File: config.mk
export PLATFORM = sky130hd
export DESIGN_NAME = alu_serial_seq
export DESIGN_NICKNAME = d
export VERILOG_FILES = /design/src/rtl/alu_serial_pkg.sv /design/src/rtl/alu_slice_1b.sv /design/src/rtl/alu_serial_seq.sv
export SDC_FILE = /design/constraint.sdc
export NUM_CORES = 1
export LEC_CHECK = 0
export CELL_PAD_IN_SITES_DETAIL_PLACEMENT = 1
export CELL_PAD_IN_SITES_GLOBAL_PLACEMENT = 2
export CORE_ASPECT_RATIO = 1.1
export CORE_MARGIN = 2
export CORE_UTILIZATION = 33
export DETAILED_ROUTE_END_ITERATION = 10
export GPL_ROUTABILITY_DRIVEN = 0
export PLACE_DENSITY = 0.9
export SYNTH_ARGS = -nofsm -noshare
export SYNTH_HDL_FRONTEND = slang
export SYNTH_SLANG_ARGS = --single-unit
File: constraint.sdc
create_clock -name clk_i -period 1.8 [get_ports clk_i]
set_input_delay 0.36 -clock clk_i [delete_from_list [all_inputs] [get_ports clk_i]]
set_output_delay 0.36 -clock clk_i [all_outputs]
set_load 0.02 [all_outputs]
File: src/rtl/alu_serial_pkg.sv
// Shared types and constants for the bit-serial ALU sequencer and its 1-bit slice.
package alu_serial_pkg;

   typedef enum logic [1:0] {
      ST_IDLE = 2'd0,
      ST_RUN  = 2'd1,
      ST_FIX  = 2'd2
   } state_e;

   localparam logic [1:0] OP_AND  = 2'b00;
   localparam logic [1:0] OP_OR   = 2'b01;
   localparam logic [1:0] OP_ADD  = 2'b10;
   localparam logic [1:0] OP_LESS = 2'b11;

   // ctrl_i = {invertA, invertB, aluOp[1:0]}
   localparam logic [3:0] CTRL_AND = 4'b0000;
   localparam logic [3:0] CTRL_OR  = 4'b0001;
   localparam logic [3:0] CTRL_ADD = 4'b0010;
   localparam logic [3:0] CTRL_SUB = 4'b0110;
   localparam logic [3:0] CTRL_SLT = 4'b0111;
   localparam logic [3:0] CTRL_NOR = 4'b1100;

endpackage

File: src/rtl/alu_slice_1b.sv
// Combinational 1-bit ALU slice: and/or/add/less with operand inversion,
// plus the set and overflow outputs that are only meaningful on the MSB.
module alu_slice_1b
   import alu_serial_pkg::*;
(
   input  logic       a,
   input  logic       b,
   input  logic       invertA,
   input  logic       invertB,
   input  logic [1:0] aluOp,
   input  logic       carryIn,
   input  logic       less,
   output logic       result,
   output logic       carryOut,
   output logic       set,
   output logic       overflow
);

   logic a_s;
   logic b_s;
   logic sum_s;

   // Operand conditioning, full adder and result selection
   always_comb begin
      a_s      = a ^ invertA;
      b_s      = b ^ invertB;
      sum_s    = a_s ^ b_s ^ carryIn;
      carryOut = (a_s & b_s) | (a_s & carryIn) | (b_s & carryIn);
      overflow = carryIn ^ carryOut;
      // On overflow the true sign is the inverse of the sum, which equals carryOut
      set      = overflow ? carryOut : sum_s;
      case (aluOp)
         OP_AND:  result = a_s & b_s;
         OP_OR:   result = a_s | b_s;
         OP_ADD:  result = sum_s;
         OP_LESS: result = less;
         default: result = 1'b0;
      endcase
   end

endmodule

File: src/rtl/alu_serial_seq.sv
// Bit-serial ALU sequencer: runs one 1-bit slice over a W-bit operand, LSB first,
// owning the carry chain register and the set-less-than feedback into bit 0.
module alu_serial_seq
   import alu_serial_pkg::*;
#(
   parameter int W = 32
) (
   input  logic         clk_i,
   input  logic         rst_i,
   input  logic         start_i,
   input  logic [W-1:0] src1_i,
   input  logic [W-1:0] src2_i,
   input  logic [3:0]   ctrl_i,
   output logic         busy_o,
   output logic         done_o,
   output logic [W-1:0] result_o,
   output logic         zero_o,
   output logic         cout_o,
   output logic         overflow_o
);

   localparam int               CNT_W    = $clog2(W);
   localparam logic [CNT_W-1:0] LAST_CNT = CNT_W'(W - 1);

   state_e           state_r;
   logic [CNT_W-1:0] cnt_r;
   logic             carry_r;
   logic [W-1:0]     opa_r;
   logic [W-1:0]     opb_r;
   logic [3:0]       ctrl_r;
   logic [W-1:0]     res_r;
   logic             set_r;
   logic             cout_r;
   logic             ovf_r;
   logic             busy_r;
   logic             done_r;

   logic             slice_res_s;
   logic             slice_cout_s;
   logic             slice_set_s;
   logic             slice_ovf_s;

   alu_slice_1b u_slice (
      .a        (opa_r[0]),
      .b        (opb_r[0]),
      .invertA  (ctrl_r[3]),
      .invertB  (ctrl_r[2]),
      .aluOp    (ctrl_r[1:0]),
      .carryIn  (carry_r),
      .less     (1'b0),
      .result   (slice_res_s),
      .carryOut (slice_cout_s),
      .set      (slice_set_s),
      .overflow (slice_ovf_s)
   );

   // Sequencer state, operand/result shift registers and flag capture
   always_ff @(posedge clk_i or negedge rst_i) begin
      if (!rst_i) begin
         state_r <= ST_IDLE;
         cnt_r   <= '0;
         carry_r <= 1'b0;
         opa_r   <= '0;
         opb_r   <= '0;
         ctrl_r  <= 4'b0000;
         res_r   <= '0;
         set_r   <= 1'b0;
         cout_r  <= 1'b0;
         ovf_r   <= 1'b0;
         busy_r  <= 1'b0;
         done_r  <= 1'b0;
      end else begin
         done_r <= 1'b0;
         case (state_r)
            ST_IDLE: begin
               if (start_i) begin
                  opa_r   <= src1_i;
                  opb_r   <= src2_i;
                  ctrl_r  <= ctrl_i;
                  carry_r <= ctrl_i[2];
                  cnt_r   <= '0;
                  busy_r  <= 1'b1;
                  state_r <= ST_RUN;
               end else begin
                  state_r <= ST_IDLE;
               end
            end
            ST_RUN: begin
               res_r   <= {slice_res_s, res_r[W-1:1]};
               opa_r   <= {1'b0, opa_r[W-1:1]};
               opb_r   <= {1'b0, opb_r[W-1:1]};
               carry_r <= slice_cout_s;
               if (cnt_r == LAST_CNT) begin
                  cout_r <= ctrl_r[1] ? slice_cout_s : 1'b0;
                  ovf_r  <= ctrl_r[1] ? slice_ovf_s : 1'b0;
                  set_r  <= slice_set_s;
                  if (ctrl_r[1:0] == OP_LESS) begin
                     state_r <= ST_FIX;
                  end else begin
                     state_r <= ST_IDLE;
                     busy_r  <= 1'b0;
                     done_r  <= 1'b1;
                  end
               end else begin
                  cnt_r <= cnt_r + CNT_W'(1);
               end
            end
            ST_FIX: begin
               res_r[0] <= set_r;
               state_r  <= ST_IDLE;
               busy_r   <= 1'b0;
               done_r   <= 1'b1;
            end
            default: begin
               state_r <= ST_IDLE;
               busy_r  <= 1'b0;
            end
         endcase
      end
   end

   assign busy_o     = busy_r;
   assign done_o     = done_r;
   assign result_o   = res_r;
   assign zero_o     = (res_r == '0);
   assign cout_o     = cout_r;
   assign overflow_o = ovf_r;

endmodule
# ---- Word-level counts from Yosys, hierarchy flattened
# Index checks and enable logic that the tools add are counted.
# Widths: inputs -> output; s select.
dict set report classes {
  add_sub_neg 1
  n_eq_ne 10
  mux 25
  n_bitwise 11
  n_reduce_logical 10
}
# cell n
set op_table {}
lappend op_table {{$pmux 32 s2} 2}
lappend op_table {{$mux 32} 2}
lappend op_table {{$logic_not 32->1} 1}
lappend op_table {{$mux 1} 10}
lappend op_table {{$mux 5} 2}
lappend op_table {{$pmux 5 s2} 1}
lappend op_table {{$ne 2x2->1 const B} 4}
lappend op_table {{$pmux 1 s2} 4}
lappend op_table {{$eq 2x2->1 const B} 3}
lappend op_table {{$reduce_and 2->1} 3}
lappend op_table {{$reduce_and 3->1} 2}
lappend op_table {{$add 5x1->5 const B} 1}
lappend op_table {{$eq 5x5->1 const B} 1}
lappend op_table {{$xor 1x1->1} 5}
lappend op_table {{$eq 2x1->1 const B} 2}
lappend op_table {{$logic_not 2->1} 2}
lappend op_table {{$mux 2} 2}
lappend op_table {{$pmux 1 s4} 1}
lappend op_table {{$pmux 2 s2} 1}
lappend op_table {{$reduce_bool 2->1} 2}
lappend op_table {{$and 1x1->1} 3}
lappend op_table {{$or 1x1->1} 3}
dict set report word_totals {
  regBits 113
  input_bits 71
  out_inout_bits 37
  word_cells 70
}

# ---- Longest topological paths before layout
dict set report logic_depth {
  word_depth 6
  ltp_mapped 8
  depth_no_buf 7
}

# ---- Cells and area by module
# From an unflattened synthesis, not the netlist that was laid out.
dict set report unflattened {
  cells_unflattened 454
  area_unflattened_um2 5193.7
}
# mod n_inst cells_per_inst area_per_inst_um2 seq_area_each_um2
set modules_own_cells {}
lappend modules_own_cells {alu_serial_seq 1 440 5057.4 2827.7}
lappend modules_own_cells {alu_slice_1b 1 14 136.4 0.0}

# ---- Worst setup path before layout
# OpenSTA, ideal clock, no wires.
dict set report synth_timing {
  kind {reg-to-reg}
  start {register cnt_r[0]}
  end {register cnt_r[1]}
  setup_time_ns 0.121
  arrival_ns 1.542
  required_ns 1.679
  setup_slack_ns 0.137
  path_stages_with_launch 7
  n_path_buf 1
  synth_period_minus_slack_ns 1.663
  cell_sequence {dfrtp_1 > ha_1 > and3_1 > ha_1 > clkbuf_1 > a22o_1 > a22o_1}
}
dict set report synth_via {
  elab_chain_cells 3
  word_cells_on_any_way 6
  cone_classes {add/sub (1); eq/ne (2); mux (2); reduce/logical (1)}
}
# element line
set synth_lines {}
lappend synth_lines {{start: declaration} alu_serial_seq.sv:26} ;# logic [CNT_W-1:0] cnt_r;
lappend synth_lines {{start signal: assignment} alu_serial_seq.sv:105} ;# cnt_r <= cnt_r + CNT_W'(1);
lappend synth_lines {{$add 5x1->5 or $eq 5x5->1 (tied branches)} {alu_serial_seq.sv:105, alu_serial_seq.sv:93}}
lappend synth_lines {{$mux 5 or $ne 2x2->1 (tied branches)} -}
lappend synth_lines {{$pmux 5 s2 or $reduce_and 3->1 (tied branches)} -}
# Several ways; a longest one is shown, not always the timed one. The select of a mux whose other input is x is not followed.
# A chain may end at the register's enable or synchronous reset.

# ---- Final worst setup path
dict set report layout_timing {
  start {register res_r[14] (netlist: result_o[14])}
  end {output zero_o}
}
dict set report layout_via {
  elab_chain_cells 1
}
# element line
set layout_lines {}
lappend layout_lines {{start: declaration} alu_serial_seq.sv:31} ;# logic [W-1:0] res_r;
lappend layout_lines {{start signal: assignment} alu_serial_seq.sv:89} ;# res_r <= {slice_res_s, res_r[W-1:1]};
lappend layout_lines {{$logic_not 32->1} alu_serial_seq.sv:125} ;# assign zero_o = (res_r == '0);
lappend layout_lines {{end: declaration} alu_serial_seq.sv:17} ;# output logic zero_o,
# Every way passes these cells.

==> qor.txt <==
Status -> finished with violations
Failing checks -> setup timing
Worst Hold Class -> primary input to asynchronous set/reset pin
WL met1 -> 5570 um
H-tree Lvls -> 4
Layout Area Growth over Synthesis -> 46.8%
Crit-path max FO -> 2
Post-layout util -> 0.497
Worst slew margin -> 0.646
F_max -> 0.518 GHz
Number of synthesized flops with an enable pin -> 0
Final min period -> 1.93 ns
WL met2 -> 6920 um
Crit path cell chain -> nor4_2 > nand4_1 > nor2_1 > buf_4
Final ANT Viol Nets -> 0
Net Sw Power -> 3.96 mW
Commonest non-fill, non-tap cell in the layout -> dfrtp_1
Routed vias/inst -> 4.86
Sequential Power Share -> 0.337
Initial antenna violation count -> 0
PortBufs -> 107
Antenna cell count -> 0
WS Path Type -> flip-flop to output pin
Avg Cell Area, Syn -> 11.3 um^2
CP Data Arrival Time -> 1.57 ns
Die height -> 135 um
Final #Nets -> 680
Crit path capture type -> output pin
P_int -> 8.23 mW
Synth Cell Area -> 5120 um^2
Worst-path clk slew -> 0.05 ns
Pwr/cell area -> 1620 nW/um^2
Slowest stage delay, CP -> 0.40 ns
TritonCTS Buffers -> 17
Die X -> 123 um
Total GRT Usage -> 0.171
RSZ-0062 raised after global routing -> yes
Post-synth top flop -> dfrtp_1
# rows -> 47
Max Cap Viol -> 0
Startpoint types -> flip-flop
Final setup fails -> 1
I/O pin count -> 108
Leakage -> 3.56 nW
Max layer used -> met4
Share of layout cells above drive strength 1 -> 0.213
Final setup skew -> 0.00553 ns
Met3 routed wirelength -> 651 um
Post-Syn Instances -> 453
First-pass GRT wire length -> 21900 um
Clk sinks -> 113
Combinational share of power -> 0.349
YS warnings -> 0
Remaining global-route overflow -> 0
Synth cell types -> 38
Most frequent cells in the layout -> dfrtp_1 (113), nand2_1 (72), clkdlybuf4s50_1 (72)
Maximum vdd drop -> 0.768 mV
Clock power frac -> 0.314
Core box area -> 15100 um^2
FF+latch count, synth -> 113
Vias -> 3946
Asr flop ratio synth -> 1.00
Clk Latency, worst-skew pair -> 0.41 ns
Drt wl/cell -> 16.3 um
Post-Syn Nets -> 529
HPWL after DPL -> 9420 um
Initial Util -> 0.339
Number of global-route vias before repair -> 4314
Sw frac -> 0.325
Pre-antenna DRT Iters -> 4
CTS tree -> yes
Final slew viol count -> 0
Part of the cycle the worst path needs -> 1.07
Root buffer cell -> clkbuf_16
FILL cells -> 1602
Starting DRT DRC Count -> 197
Largest net degree at the start of global routing -> 51
Final setup margin -> -0.130 ns
Worst path slowest cell -> dfrtp_1
Worst-Margin Slew -> 0.530 ns
Clock buffer depth -> 2
Pre-CTS WS -> -0.170 ns
Total die area -> 16500 um^2
Sequential area share after synthesis -> 0.553
Overall routed net length -> 13300 um
WP data required -> 1.44 ns
Remaining DRCs -> 0
Final Hold Viols -> 0
Worst R2R Setup Slack -> 0.09 ns
final timing paths:
check	from	cells past startpoint	end
setup / recovery	result_o[14]	4	zero_o
hold / removal	rst_i	2	done_o
setup reg to reg	state_r[1]	8	carry_r
hold reg to reg	opa_r[11]	2	opa_r[11]
max in group asynchronous	rst_i	3	opa_r[23]
min in group clk_i	opa_r[11]	2	opa_r[11]
critical path, delay by kind of cell (launching register included):
kind / cells / cell delay (ns)
buffers and inverters: 1 / 0.16
DFF: 1 / 0.40
and+or+nand+nor: 3 / 0.60
stage by stage:
stage               power, mW  area, um^2  hold WS (ns)  cells  setup TNS, ns
floorplan                6.76        5120        0.0644    453              0
global placement         8.14        6790         0.306    779          -1.21
detailed placement       8.42        6790         0.307    779          -3.59
CTS                      12.3        7470         0.413    811         -0.133
global route             13.0        7510         0.433    812         -0.275
finish                   12.2        7510         0.421    812         -0.130
power by group through the flow:
stage          Combinational [mW]  Clock [mW]  Sequential (mW)
2_1_floorplan                2.67           0             4.09
3_3_place_gp                 4.09           0             4.05
3_5_place_dp                 4.28           0             4.14
4_1_cts                      4.26        3.92             4.12
5_1_grt                      4.75        4.04             4.24
6_report                     4.25        3.83             4.11
final cells by class:
| type | instances | area [um^2] | area share |
|---|---|---|---|
| multi-input cells | 308 | 2210 | 0.294 |
| clock buffers | 20 | 467 | 0.0621 |
| flip-flops and latches | 113 | 2830 | 0.377 |
| well taps | 196 | 245 | 0.0327 |
| inverters | 3 | 11.3 | 0.00150 |
| repair buffers | 161 | 1540 | 0.206 |
| clock inverters | 11 | 208 | 0.0277 |
timing repair:
action                     4_1_cts  5_1_grt
gates resized for setup         43        5
hold endpoints to repair        22        0
setup endpoints to repair       35       53
hold buffers                     1        0
setup buffers                    0        1
pin swaps                        6        4
cell usage after synthesis (2+ instances only):
cell type  instances  area, um^2
dfrtp_1          113        2830
nand2_1           73         274
mux2i_1           64         641
o21ai_0           64         320
mux2_2            34         383
buf_2             21         105
a21oi_1           10        50.1
nor4_1             8        50.1
clkbuf_1           7        26.3
a22o_1             6        52.6
ha_1               5        62.6
nor2_1             5        18.8
o21ai_1            5        25.0
nand3_1            4        20.0
a21o_1             3        22.5
and3_1             3        18.8
inv_1              3        11.3
nand4_1            2        12.5
nor2b_1            2        12.5
nor3_1             2        10.0
xor2_1             2        17.5
metal layers:
layer | vias to the layer above | global-route usage
li1 | 1904 | -
met2 | 88 | 0.294
met3 | 12 | 0.0486
met4 | 0 | 0.0575
met5 | - | 0
met1 | 1942 | 0.203
registers in the layout, indices dropped and copies added, names as in the netlist:
| signal | flops |
|---|---|
| cout_o | 1 |
| done_o | 1 |
| busy_o | 1 |
| ctrl_r | 4 |
| overflow_o | 1 |
| opb_r | 32 |
| result_o | 32 |
| carry_r | 1 |
| set_r | 1 |
| state_r | 2 |
| opa_r | 32 |
| cnt_r | 5 |
cell families after synthesis:
family | share of synthesized area
adder cells (fa/ha/maj) | 0.0142
XOR/XNOR | 0.00978
flip-flops | 0.553
multiplexers | 0.200
AND/OR/NAND/NOR | 0.0876
buffers and inverters | 0.0289
AO/OA/AOI/OAI | 0.107
Power figures use the tool's default switching activity.
